### src/rtl/ahb_burst_master_if.sv
`default_nettype none
// ============================================================================
// Module   : ahb_burst_master_if
// Purpose  : AHB-Lite signal bundle between the burst master and the bridge
// Revision : 1.0 - initial release
// ============================================================================
interface ahb_burst_master_if;
  logic [1:0]  Htrans;
  logic [31:0] Haddr;
  logic        Hwrite;
  logic [31:0] Hwdata;
  logic        Hreadyin;
  logic        Hreadyout;
  logic [1:0]  Hresp;
  logic [31:0] Hrdata;

  modport master (
    output Htrans, Haddr, Hwrite, Hwdata, Hreadyin,
    input  Hreadyout, Hresp, Hrdata
  );

  modport slave (
    input  Htrans, Haddr, Hwrite, Hwdata, Hreadyin,
    output Hreadyout, Hresp, Hrdata
  );
endinterface
`default_nettype wire

### src/rtl/ahb_burst_master.sv
`default_nettype none
// ============================================================================
// Module   : ahb_burst_master
// Purpose  : command-driven AHB-Lite master issuing pipelined INCR word bursts
// Revision : 1.0 - initial release
// ============================================================================
module ahb_burst_master #(
  parameter int LEN_W = 4,
  parameter int BOUND = 1024
) (
  input  wire logic             clk,
  input  wire logic             rst,
  input  wire logic             cmd_valid,
  output logic                  cmd_ready,
  input  wire logic             cmd_write,
  input  wire logic [31:0]      cmd_addr,
  input  wire logic [LEN_W-1:0] cmd_len,
  input  wire logic             wd_valid,
  input  wire logic [31:0]      wd_data,
  output logic                  wd_ready,
  output logic                  rd_valid,
  output logic [31:0]           rd_data,
  output logic                  done,
  output logic                  err,
  ahb_burst_master_if.master    ahb
);

  localparam int         c_BOUND_W = $clog2(BOUND);
  localparam logic [1:0] c_HT_IDLE = 2'b00;
  localparam logic [1:0] c_HT_BUSY = 2'b01;
  localparam logic [1:0] c_HT_NSEQ = 2'b10;
  localparam logic [1:0] c_HT_SEQ  = 2'b11;
  localparam logic [LEN_W:0] c_ONE = (LEN_W+1)'(1);

  typedef enum logic [1:0] {
    S_IDLE  = 2'd0,
    S_BURST = 2'd1,
    S_DRAIN = 2'd2
  } state_t;

  state_t           r_state, w_state_nxt;
  logic [31:0]      r_addr;
  logic [LEN_W:0]   r_remaining;
  logic             r_write, r_err, r_issued;
  logic             r_dp_pend, r_dp_write;
  logic [31:0]      r_wbuf;
  logic [1:0]       r_htrans;
  logic [31:0]      r_haddr, r_hwdata;
  logic             r_hwrite;

  logic w_adv, w_acc, w_dp_done, w_resp_err, w_stop;
  logic w_accept, w_issue, w_done;

  assign w_adv      = ahb.Hreadyout;
  assign w_acc      = w_adv & r_htrans[1];
  assign w_dp_done  = w_adv & r_dp_pend;
  assign w_resp_err = w_dp_done & (ahb.Hresp != 2'b00);
  // An error response stops new address phases from the same cycle onward
  assign w_stop     = r_err | w_resp_err;

  always_comb begin
    w_state_nxt = r_state;
    w_accept    = 1'b0;
    w_issue     = 1'b0;
    w_done      = 1'b0;
    case (r_state)
      S_IDLE: begin
        if (cmd_valid) begin
          w_accept    = 1'b1;
          w_state_nxt = S_BURST;
        end
      end
      S_BURST: begin
        if (w_adv) begin
          if ((r_remaining == '0) || w_stop) begin
            w_state_nxt = S_DRAIN;
          end else if (!r_write || wd_valid) begin
            w_issue = 1'b1;
          end
        end
      end
      S_DRAIN: begin
        if (!r_dp_pend || w_adv) begin
          w_done      = 1'b1;
          w_state_nxt = S_IDLE;
        end
      end
      default: w_state_nxt = S_IDLE;
    endcase
  end

  always_ff @(posedge clk) begin
    if (rst) begin
      r_state     <= S_IDLE;
      r_addr      <= '0;
      r_remaining <= '0;
      r_write     <= 1'b0;
      r_err       <= 1'b0;
      r_issued    <= 1'b0;
      r_dp_pend   <= 1'b0;
      r_dp_write  <= 1'b0;
      r_wbuf      <= '0;
      r_htrans    <= c_HT_IDLE;
      r_haddr     <= '0;
      r_hwrite    <= 1'b0;
      r_hwdata    <= '0;
    end else begin
      r_state <= w_state_nxt;
      if (w_accept) begin
        r_addr      <= cmd_addr & 32'hFFFF_FFFC;
        r_remaining <= {1'b0, cmd_len} + c_ONE;
        r_write     <= cmd_write;
        r_err       <= 1'b0;
        r_issued    <= 1'b0;
      end else if (w_resp_err) begin
        r_err <= 1'b1;
      end
      if (w_adv) begin
        r_dp_pend  <= w_acc;
        r_dp_write <= r_hwrite;
        // Second stage of the write-data double buffer
        if (w_acc && r_hwrite) begin
          r_hwdata <= r_wbuf;
        end
      end
      if (r_state == S_BURST && w_adv) begin
        if (w_issue) begin
          r_htrans    <= (!r_issued || r_addr[c_BOUND_W-1:0] == '0) ? c_HT_NSEQ : c_HT_SEQ;
          r_haddr     <= r_addr;
          r_hwrite    <= r_write;
          r_addr      <= r_addr + 32'd4;
          r_remaining <= r_remaining - c_ONE;
          r_issued    <= 1'b1;
          if (r_write) begin
            r_wbuf <= wd_data;
          end
        end else if (w_state_nxt == S_DRAIN) begin
          r_htrans <= c_HT_IDLE;
        end else begin
          r_htrans <= r_issued ? c_HT_BUSY : c_HT_IDLE;
          r_haddr  <= r_addr;
          r_hwrite <= r_write;
        end
      end
    end
  end

  assign cmd_ready    = (r_state == S_IDLE);
  assign wd_ready     = w_issue & r_write;
  assign rd_valid     = w_dp_done & ~r_dp_write;
  assign rd_data      = rd_valid ? ahb.Hrdata : 32'd0;
  assign done         = w_done;
  assign err          = r_err | w_resp_err;

  assign ahb.Htrans   = r_htrans;
  assign ahb.Haddr    = r_haddr;
  assign ahb.Hwrite   = r_hwrite;
  assign ahb.Hwdata   = r_hwdata;
  assign ahb.Hreadyin = ahb.Hreadyout;

endmodule
`default_nettype wire

### src/flat_wrapper.sv
// flat-port wrapper written by rule: the top's interface ports become plain ports
module ahb_burst_master_flat 
#(
  parameter int LEN_W = 4,
  parameter int BOUND = 1024
)
  (clk, rst, cmd_valid, cmd_ready, cmd_write, cmd_addr, cmd_len, wd_valid, wd_data, wd_ready, rd_valid, rd_data, done, err, ahb_Htrans, ahb_Haddr, ahb_Hwrite, ahb_Hwdata, ahb_Hreadyin, ahb_Hreadyout, ahb_Hresp, ahb_Hrdata);
  ahb_burst_master_if ahb_i ();
  input  wire logic clk;
  input  wire logic rst;
  input  wire logic cmd_valid;
  output logic cmd_ready;
  input  wire logic cmd_write;
  input  wire logic [31:0] cmd_addr;
  input  wire logic [LEN_W-1:0] cmd_len;
  input  wire logic wd_valid;
  input  wire logic [31:0] wd_data;
  output logic wd_ready;
  output logic rd_valid;
  output logic [31:0] rd_data;
  output logic done;
  output logic err;
  output wire logic [$bits(ahb_i.Htrans)-1:0] ahb_Htrans;
  output wire logic [$bits(ahb_i.Haddr)-1:0] ahb_Haddr;
  output wire logic [$bits(ahb_i.Hwrite)-1:0] ahb_Hwrite;
  output wire logic [$bits(ahb_i.Hwdata)-1:0] ahb_Hwdata;
  output wire logic [$bits(ahb_i.Hreadyin)-1:0] ahb_Hreadyin;
  input wire logic [$bits(ahb_i.Hreadyout)-1:0] ahb_Hreadyout;
  input wire logic [$bits(ahb_i.Hresp)-1:0] ahb_Hresp;
  input wire logic [$bits(ahb_i.Hrdata)-1:0] ahb_Hrdata;
  assign ahb_Htrans = ahb_i.Htrans;
  assign ahb_Haddr = ahb_i.Haddr;
  assign ahb_Hwrite = ahb_i.Hwrite;
  assign ahb_Hwdata = ahb_i.Hwdata;
  assign ahb_Hreadyin = ahb_i.Hreadyin;
  assign ahb_i.Hreadyout = ahb_Hreadyout;
  assign ahb_i.Hresp = ahb_Hresp;
  assign ahb_i.Hrdata = ahb_Hrdata;
  ahb_burst_master #(.LEN_W(LEN_W), .BOUND(BOUND)) u_core (.clk(clk), .rst(rst), .cmd_valid(cmd_valid), .cmd_ready(cmd_ready), .cmd_write(cmd_write), .cmd_addr(cmd_addr), .cmd_len(cmd_len), .wd_valid(wd_valid), .wd_data(wd_data), .wd_ready(wd_ready), .rd_valid(rd_valid), .rd_data(rd_data), .done(done), .err(err), .ahb(ahb_i));
endmodule
### config.mk
export PLATFORM = sky130hd
export DESIGN_NAME = ahb_burst_master_flat
export DESIGN_NICKNAME = d
export VERILOG_FILES = /design/src/rtl/ahb_burst_master_if.sv /design/src/rtl/ahb_burst_master.sv /design/src/flat_wrapper.sv
export SDC_FILE = /design/constraint.sdc
export NUM_CORES = 1
export LEC_CHECK = 0
export BUFFER_PORTS_ARGS = -buffer_cell sky130_fd_sc_hd__buf_2
export CORE_MARGIN = 2
export CORE_UTILIZATION = 40
export CTS_CLUSTER_DIAMETER = 200
export DETAILED_ROUTE_END_ITERATION = 12
export HOLD_SLACK_MARGIN = 0.05
export PLACE_DENSITY = 0.66
export REMOVE_ABC_BUFFERS = 1
export SLEW_MARGIN = 40
export SYNTH_ARGS = -nofsm -noshare
export SYNTH_HDL_FRONTEND = slang
export SYNTH_SLANG_ARGS = --single-unit
export TNS_END_PERCENT = 5
### constraint.sdc
create_clock -name clk -period 4.8 [get_ports clk]
set_clock_uncertainty 0.2 [all_clocks]
set_input_delay 0.96 -clock clk [delete_from_list [all_inputs] [get_ports clk]]
set_output_delay 0.96 -clock clk [all_outputs]
set_load 0.03 [all_outputs]
==> results of run 1 <==
[worst paths after layout]
| kind | to | cells past startpoint |
|---|---|---|
| max | wd_ready | 7 |
| max reg2reg | u_core.r_addr[16] | 8 |
| min reg2reg | u_core.ahb.Hwdata[19] | 2 |
| min | u_core.ahb.Hwdata[19] | 2 |
[through the flow]
| step | setup WS, ps | hold slack [ps] | instances | setup TNS [ps] |
|---|---|---|---|---|
| finish | 1272 | 246.8 | 1184 | 0 |
| detailed placement | 1250 | 241.9 | 1153 | 0 |
| global route | 1156 | 265.2 | 1184 | 0 |
| CTS | 1097 | 249.0 | 1184 | 0 |
| floorplan | -630.0 | 226.0 | 744 | -630.0 |
| global placement | 1275 | 238.1 | 1153 | 0 |
[report_power, final]
group | total, W | switching [W] | internal [W]
Sequential | 0.00126 | 0.0000408 | 0.00122
Combinational | 0.000256 | 0.000158 | 0.0000976
Clock | 0.00125 | 0.000533 | 0.000717
Total | 0.00277 | 0.000732 | 0.00203
[cells in the final DEF, fill, tap and decap left out, drive strengths merged, types with 3 or more instances in the layout]
| cell type | count |
|---|---|
| nor3 | 12 |
| or3 | 7 |
| a311oi | 5 |
| o21ai | 14 |
| nand4 | 11 |
| clkbuf | 17 |
| and3 | 10 |
| o311ai | 4 |
| nor4b | 5 |
| buf | 221 |
| nand3 | 16 |
| o211ai | 10 |
| a211oi | 5 |
| a31oi | 11 |
| a2bb2oi | 3 |
| ha | 5 |
| a22oi | 3 |
| inv | 16 |
| and4 | 3 |
| a21oi | 123 |
| nand2 | 241 |
| clkinv | 3 |
| clkinvlp | 4 |
| and2 | 35 |
| nor4 | 9 |
| nand3b | 8 |
| or4 | 6 |
| nor3b | 4 |
| nor2 | 15 |
| mux2i | 6 |
| dfxtp | 143 |
[sequential cells by signal, indices dropped and copies added, names as in the netlist]
| signal | count |
|---|---|
| u_core.r_state | 2 |
| u_core.ahb.Haddr | 32 |
| u_core.ahb.Hwrite | 1 |
| u_core.r_issued | 1 |
| u_core.r_dp_pend | 1 |
| u_core.ahb.Htrans | 2 |
| u_core.r_dp_write | 1 |
| u_core.r_remaining | 5 |
| u_core.r_wbuf | 32 |
| u_core.r_err | 1 |
| u_core.r_addr | 32 |
| u_core.r_write | 1 |
| u_core.ahb.Hwdata | 32 |
[area by class of cell]
| type | count | area [um^2] | share of cell area [%] |
|---|---|---|---|
| timing repair buffer | 221 | 1152 | 14.54 |
| tap | 188 | 235.2 | 2.967 |
| clock buffer | 17 | 425.4 | 5.366 |
| multi-input combinational | 591 | 3083 | 38.89 |
| clock inverter | 14 | 131.4 | 1.657 |
| inverter | 10 | 37.54 | 0.4735 |
| sequential | 143 | 2863 | 36.11 |
[critical path: stages]
cell and delay [ps]:
buf_2 190, nand3b_1 240, nor4_4 290, nand3_1 110, buf_4 250, inv_1 100
buf_2 190
[kinds of logic (layout without fill, tap and decap cells)]
logic type | Yosys count | count (layout) | share of synthesized area [%]
XOR/XNOR | 2 | 2 | 0.2824
multiplexers | 7 | 7 | 1.149
AND/OR/NAND/NOR | 387 | 387 | 29.10
buffers and inverters | 70 | 262 | 4.477
adder cells (fa/ha/maj) | 5 | 5 | 1.008
AO/OA/AOI/OAI | 190 | 190 | 17.85
flip-flops | 143 | 143 | 46.14
[routing by layer]
| metal | GRT usage [%] | wire [um] | vias up |
|---|---|---|---|
| met3 | 4.075 | 947 | 13 |
| li1 | - | - | 3140 |
| met5 | 0 | 0 | - |
| met2 | 33.04 | 7969 | 178 |
| met4 | 5.179 | 140 | 0 |
| met1 | 27.59 | 8193 | 2808 |
==> flow_metrics.py, run 1 <==
metrics = {
    "status": {
        "status": "completed",
    },
    "clocking": {
        "clockBufferDepth": 2,
        "clock_latency_ps": 420,
        "cts.sinks": 143,
        "cts_buffers": 17,
        "path_clk_slew_ps": 60,
        "cts_repair_resize_count": 0,
        "htreeDepth": 4,
        "cts_tree": "built",
        "cts_root_buffer": "clkbuf_16",
        "cts_setup_buffers": 0,
        "cts_hold_buf": 0,
    },
    "timing": {
        "max_freq_ghz": 0.2835,
        "maxSlewViolCount": 0,
        "finalSetupViolations": 0,
        "finalHoldViolCount": 0,
        "slew_headroom_pct": 46.80,
        "period_needed_ps": 3528,
        "worstMarginPinSlew_ps": 790.7,
        "fin_crit_sh_pct": 73.50,
        "rsz0062_at_grt": "false",
    },
    "synthesis": {
        "yosysSeqAreaShare_pct": 46.14,
        "yosysTopAreaCellShare_pct": 46.14,
        "yosysWarnings": 0,
        "yosysTopAreaCell": "dfxtp_1",
        "synth.area.top_cells": "dfxtp_1 46%, nand2_1 15%, a21oi_1 9.8%",
        "synth_commonest_cells": "241 x nand2_1, 143 x dfxtp_1, 122 x a21oi_1, 49 x clkbuf_1, 35 x and2_1",
        "netlist_area_um2": 6205,
        "async_flop_share_pct": 0,
        "synth_ff_type": "dfxtp_1",
        "synth-edff-count": 0,
        "synth_cell_types": 50,
        "yosysMostFrequentCell": "nand2_1",
        "syn_avg_cell_area_um2": 7.717,
        "synth-seq-cells": 143,
        "syn_inst": 804,
    },
    "power_and_ir_drop": {
        "leakagePower_nw": 3.234,
        "p_per_area_nw_per_um2": 348.9,
        "p_total_w": 0.002766,
        "ir_drop_mv": 0.2448,
    },
    "cells_and_area": {
        "fillers": 1546,
        "fin_util_pct": 52.15,
        "fin_area_um2": 7928,
        "area_delta_synth_final_pct": 27.77,
        "nNetsFinal": 1097,
        "layout-drive-gt1-share_pct": 26.10,
        "antenna_cells": 0,
    },
    "floorplanning": {
        "start_util_pct": 40.81,
        "die_h_um": 128.5,
        "rows": 45,
        "core-area_um2": 15200,
        "die_area_um2": 16520,
        "dieWidth_um": 128.5,
        "ios": 213,
    },
    "route": {
        "vias_per_cell": 5.185,
        "drtAntennaViolNets": 0,
        "firstDrtPassIters": 5,
        "routed_wl_mm": 17.25,
        "wl_per_cell_um": 14.57,
        "drc_errors": 0,
        "num_vias": 6139,
        "drt_iter0_drc": 423,
    },
    "grt": {
        "grt_pass1_wl_mm": 26.99,
        "grt_max_degree": 79,
        "grtUsageTotal_pct": 20.24,
        "antenna_found_initial": 0,
        "grt_overflow": 0,
        "grt_pass1_vias": 5317,
    },
    "critical_path": {
        "crit_type": "in2out",
        "crit_fanout": 33,
        "required_ps": 3640,
        "arrival_ps": 2370,
        "crit_path_start_kind": "input port",
        "r2r-start": "u_core.r_remaining[0]",
        "end_kind": "primary output",
        "ff2ff_setup_slack_ps": 1890,
        "crit_start": "ahb_Hreadyout",
    },
    "hold_path": {
        "worst_hold_path_type": "reg2reg",
        "worstHoldStart": "u_core.r_wbuf[19]",
    },
    "job": {
        "drv_cap": 0,
    },
    "place": {
        "dp_hpwl_mm": 11.24,
        "place.gp.congestion": 0.7979,
        "placed_area_um2": 7361,
        "io_buffers": 210,
    },
}
Note: power is estimated with default switching activity, not from simulation.
==> run 2: changes to the inputs <==
Settings changed: PLACE_DENSITY 0.66 to 0.69.
Clock period 4.8 ns to 3.1 ns, I/O delays scaled along.
==> flow_metrics.py, run 2 (synthesized netlist as in run 1, its figures left out) <==
metrics = {
    "critical_path": {
        "required_ps": 2280,
        "crit_fanout": 4,
        "reg2regPathDepth": 11,
        "r2r-end": "u_core.r_addr[16]",
        "crit_type": "reg2out",
        "max_stage_delay_ps": 350,
        "critical_path.cell_chain": "inv_1 -> ha_1 -> nor4b_1 -> buf_4 -> nor4_4 -> buf_12 -> nand3_1 -> inv_2 -> buf_6",
        "end_kind": "primary output",
        "critPathSlowestCell": "dfxtp_2",
        "arrival_ps": 2140,
        "ff2ff_setup_slack_ps": 320,
        "r2r-start": "u_core.r_remaining[0]",
        "crit_path_start_kind": "flip-flop",
    },
    "clocking": {
        "cts_tree": "built",
        "clock_latency_ps": 420,
        "cts_buffers": 17,
        "cts.sinks": 143,
        "path_clk_slew_ps": 60,
        "htreeDepth": 4,
        "cts_root_buffer": "clkbuf_16",
        "cts_hold_buf": 0,
        "clockBufferDepth": 2,
    },
    "route": {
        "drc_errors": 0,
        "drtAntennaViolNets": 0,
        "firstDrtPassIters": 7,
        "drt_iter0_drc": 489,
        "num_vias": 6278,
        "vias_per_cell": 5.206,
        "wl_per_cell_um": 14.94,
        "routed_wl_mm": 18.02,
    },
    "timing": {
        "worst_slack_ps": 137.5,
        "fin_crit_sh_pct": 95.56,
        "finalHoldViolCount": 0,
        "slew_headroom_pct": 47.56,
        "maxSlewViolCount": 0,
        "max_freq_ghz": 0.3376,
        "worstMarginPinSlew_ps": 784.8,
        "rsz0062_at_grt": "false",
        "period_needed_ps": 2962,
        "finalSetupViolations": 0,
    },
    "power_and_ir_drop": {
        "leakagePower_nw": 3.347,
        "ir_drop_mv": 0.4068,
        "p_per_area_nw_per_um2": 534.2,
    },
    "floorplanning": {
        "rows": 45,
        "die_h_um": 128.5,
        "core-area_um2": 15200,
        "ios": 213,
        "dieWidth_um": 128.5,
        "die_area_um2": 16520,
        "start_util_pct": 40.81,
    },
    "job": {
        "drv_cap": 0,
    },
    "hold_path": {
        "worstHoldStart": "wd_data[3]",
        "worst_hold_path_type": "in2reg",
        "hold_depth": 3,
        "whs_endpoint": "u_core.r_wbuf[3]",
    },
    "place": {
        "dp_hpwl_mm": 11.99,
        "place.gp.congestion": 0.8249,
        "io_buffers": 210,
        "dp_slack_ps": 256.7,
        "dp.cells": 1170,
    },
    "grt": {
        "grt_pass1_vias": 5682,
        "grt_busiest_layer": "met2",
        "grtUsageMet1_pct": 28.95,
        "grt_max_degree": 68,
        "grt_util_met2_pct": 33.85,
        "use_met3_pct": 5.988,
        "antenna_found_initial": 0,
        "grtUsageTotal_pct": 21.40,
        "grt_pass1_wl_mm": 28.45,
        "grt_overflow": 0,
    },
    "cells_and_area": {
        "nNetsFinal": 1118,
        "fillers": 1479,
        "fin_util_pct": 53.38,
        "fin_cells": 1206,
        "layout_common_cells": "241 x nand2_1, 208 x buf_2, 142 x dfxtp_1",
        "layout-drive-gt1-share_pct": 27.60,
        "antenna_cells": 0,
        "final_common_cell": "nand2_1",
        "area_delta_synth_final_pct": 30.79,
    },
    "status": {
        "status": "completed",
    },
}
==> run 2: cell count changes in the layout (fill, tap and decap cells not counted), sizes merged <==
cell,change
clkbuf,+4
buf,+20
inv,-4
clkinvlp,-1
clkinv,+3
==> run 2: worst max-delay path by stage <==
stage | start | to | cells after the start | slack (ps)
6_report | u_core.r_remaining[0] | wd_ready | 9 | 140
5_1_grt | u_core.r_remaining[0] | wd_ready | 9 | 4
4_1_cts | u_core.r_remaining[0] | wd_ready | 9 | 20
3_5_place_dp | ahb_Hresp[1] | wd_ready | 7 | 260
3_3_place_gp | ahb_Hresp[1] | wd_ready | 7 | 270
2_1_floorplan | ahb_Hresp[1] | wd_ready | 4 | -1650
==> run 2: critical path: cells and delay by family (launching register included) <==
family / cells / cell delay (ps)
buf+inv: 5 / 600
fa+ha+maj: 1 / 200
simple gates: 3 / 570
flops: 1 / 350
==> run 2: final cells by class <==
cell class                 count  area (um^2)  share of cell area (%)
multi-input combinational    591         3068                   37.80
timing repair buffer         242         1343                   16.54
clock buffer                  20        456.7                   5.628
sequential                   143         2864                   35.29
clock inverter                12        111.4                   1.372
inverter                      10        37.54                  0.4625
tap                          188        235.2                   2.899
==> run 2: report_power, final <==
part	total, W	leakage (nW)	switching, W	internal, W
Sequential	0.00195	1.16	0.0000632	0.00189
Clock	0.00195	0.273	0.000800	0.00115
Combinational	0.000434	1.92	0.000256	0.000178
==> run 2: per-stage QoR <==
stage | total power (W) | TNS (ps) | area, um^2 | hold slack (ps)
final | 0.004335 | 0 | 8115 | 239.3
after global routing | 0.004519 | 0 | 8115 | 227.8
after CTS | 0.004370 | 0 | 8060 | 216.3
after detailed placement | 0.002406 | 0 | 7492 | 241.9
after global placement | 0.002404 | 0 | 7492 | 236.5
after floorplan | 0.002181 | -47030 | 5964 | 226.0
==> run 2: repair_timing <==
action,CTS,global route
buffers inserted,0,3
resized for setup,0,5
endpoints found under the setup margin,0,1
==> run 2: per-layer routing <==
metal,part of all wire [%],vias to the layer above
li1,-,3171
met1,47,2895
met2,46,197
met3,6.2,15
met4,0.90,0
met5,0,-
==> run 3: changes to the inputs <==
Settings changed: PLACE_DENSITY 0.69 to 0.8.
==> flow_metrics.py, run 3 (synthesized netlist as in run 1, its figures left out) <==
metrics = {
    "status": {
        "status": "completed",
    },
    "cells_and_area": {
        "fillers": 1409,
        "nNetsFinal": 1110,
        "final_common_cell": "nand2_1",
        "antenna_cells": 0,
        "area_delta_synth_final_pct": 30.89,
        "fin_util_pct": 53.42,
        "layout-drive-gt1-share_pct": 26.93,
        "layout_common_cells": "241 x nand2_1, 209 x buf_2, 143 x dfxtp_1",
        "fin_cells": 1198,
    },
    "place": {
        "dp.cells": 1165,
        "io_buffers": 210,
        "dp_hpwl_mm": 11.78,
        "place.gp.congestion": 0.8729,
    },
    "route": {
        "drt_iter0_drc": 606,
        "num_vias": 6426,
        "vias_per_cell": 5.364,
        "drtAntennaViolNets": 0,
        "wl_per_cell_um": 14.71,
        "drc_errors": 0,
        "routed_wl_mm": 17.63,
        "firstDrtPassIters": 6,
    },
    "floorplanning": {
        "die_area_um2": 16520,
        "ios": 213,
        "dieWidth_um": 128.5,
        "die_h_um": 128.5,
        "core-area_um2": 15200,
        "rows": 45,
        "start_util_pct": 40.81,
    },
    "grt": {
        "grt_max_degree": 83,
        "grt_pass1_wl_mm": 27.74,
        "grt_overflow": 0,
        "grt_pass1_vias": 5803,
        "grt_util_met2_pct": 35.61,
        "grt_busiest_layer": "met2",
        "grtUsageMet1_pct": 25.44,
        "antenna_found_initial": 0,
        "grtUsageTotal_pct": 20.79,
        "use_met3_pct": 5.613,
    },
    "timing": {
        "fin_crit_sh_pct": 95.17,
        "finalSetupViolations": 0,
        "max_freq_ghz": 0.3389,
        "worstMarginPinSlew_ps": 742.3,
        "period_needed_ps": 2950,
        "maxSlewViolCount": 0,
        "finalHoldViolCount": 0,
        "rsz0062_at_grt": "false",
        "holdWs_ps": 240.2,
        "slew_headroom_pct": 50.13,
    },
    "power_and_ir_drop": {
        "swShare_pct": 24.57,
        "ir_drop_mv": 0.3655,
        "internal_power_w": 0.003390,
        "p_clk_share_pct": 47.2,
        "p_switching_w": 0.001104,
        "p_per_area_nw_per_um2": 553.4,
        "leakagePower_nw": 3.335,
        "p_total_w": 0.004494,
        "seqPwrFrac_pct": 43.5,
        "combinationalPowerShare_pct": 9.3,
    },
    "critical_path": {
        "required_ps": 2280,
        "reg2regPathDepth": 9,
        "end_kind": "primary output",
        "crit_fanout": 4,
        "crit_type": "reg2out",
        "arrival_ps": 2130,
        "crit_path_start_kind": "flip-flop",
    },
    "clocking": {
        "cts_setup_buffers": 0,
        "cts_hold_buf": 0,
        "htreeDepth": 4,
        "cts_root_buffer": "clkbuf_16",
        "cts_buffers": 17,
        "cts_repair_resize_count": 0,
        "cts.sinks": 143,
        "clock_latency_ps": 420,
        "path_clk_slew_ps": 60,
        "clockBufferDepth": 2,
        "cts_tree": "built",
    },
    "job": {
        "drv_cap": 0,
    },
    "hold_path": {
        "worst_hold_path_type": "in2reg",
        "hold_depth": 3,
    },
}
-- run 3: critical path, stage by stage (launching register included) --
cell	delay, ps
dfxtp_1	370
inv_1	90
ha_1	200
nor4b_1	140
buf_4	150
nor4_4	230
nand3_1	180
inv_1	130
buf_2	220
-- run 3: through the flow --
step           cell area [um^2]  setup TNS, ps  setup slack (ps)
2_1_floorplan              5964         -47030             -1650
3_3_place_gp               7467              0             308.5
3_5_place_dp               7475              0             273.4
4_1_cts                    8102              0             100.6
5_1_grt                    8122              0             3.062
6_report                   8122              0             149.6
-- run 3: path summary, 6_finish.rpt --
kind | slack (ps) | endpoint | start
max reg2reg | 400 | u_core.r_addr[16] | u_core.r_remaining[0]
min reg2reg | 250 | u_core.ahb.Hwdata[4] | u_core.r_wbuf[4]
min | 240 | u_core.r_wbuf[6] | wd_data[6]
max | 150 | wd_ready | u_core.r_remaining[0]
-- run 3: area by class of cell --
| type | instances | area, um^2 | share of cell area, % |
|---|---|---|---|
| Tap cell | 188 | 235.2 | 2.896 |
| Sequential cell | 143 | 2863 | 35.25 |
| Timing Repair Buffer | 234 | 1284 | 15.81 |
| Multi-Input combinational cell | 591 | 3075 | 37.87 |
| Inverter | 10 | 37.54 | 0.4622 |
| Clock inverter | 12 | 160.2 | 1.972 |
| Clock buffer | 20 | 466.7 | 5.746 |
-- run 3: power groups by stage --
| stage | logic [W] | clock network, W | registers, W |
|---|---|---|---|
| after CTS | 0.000415 | 0.00217 | 0.00195 |
| after detailed placement | 0.000411 | 0 | 0.00199 |
| after floorplan | 0.000194 | 0 | 0.00199 |
| after global placement | 0.000403 | 0 | 0.00199 |
| after global routing | 0.000459 | 0.00225 | 0.00196 |
| final | 0.000418 | 0.00212 | 0.00195 |
-- run 3: layer usage --
metal	part of all wire, %	routed length, um	vias up
met2	48	8382	265
met3	7.7	1364	23
li1	-	-	3168
met1	43	7664	2970
met4	1.2	215	0
met5	0	0	-
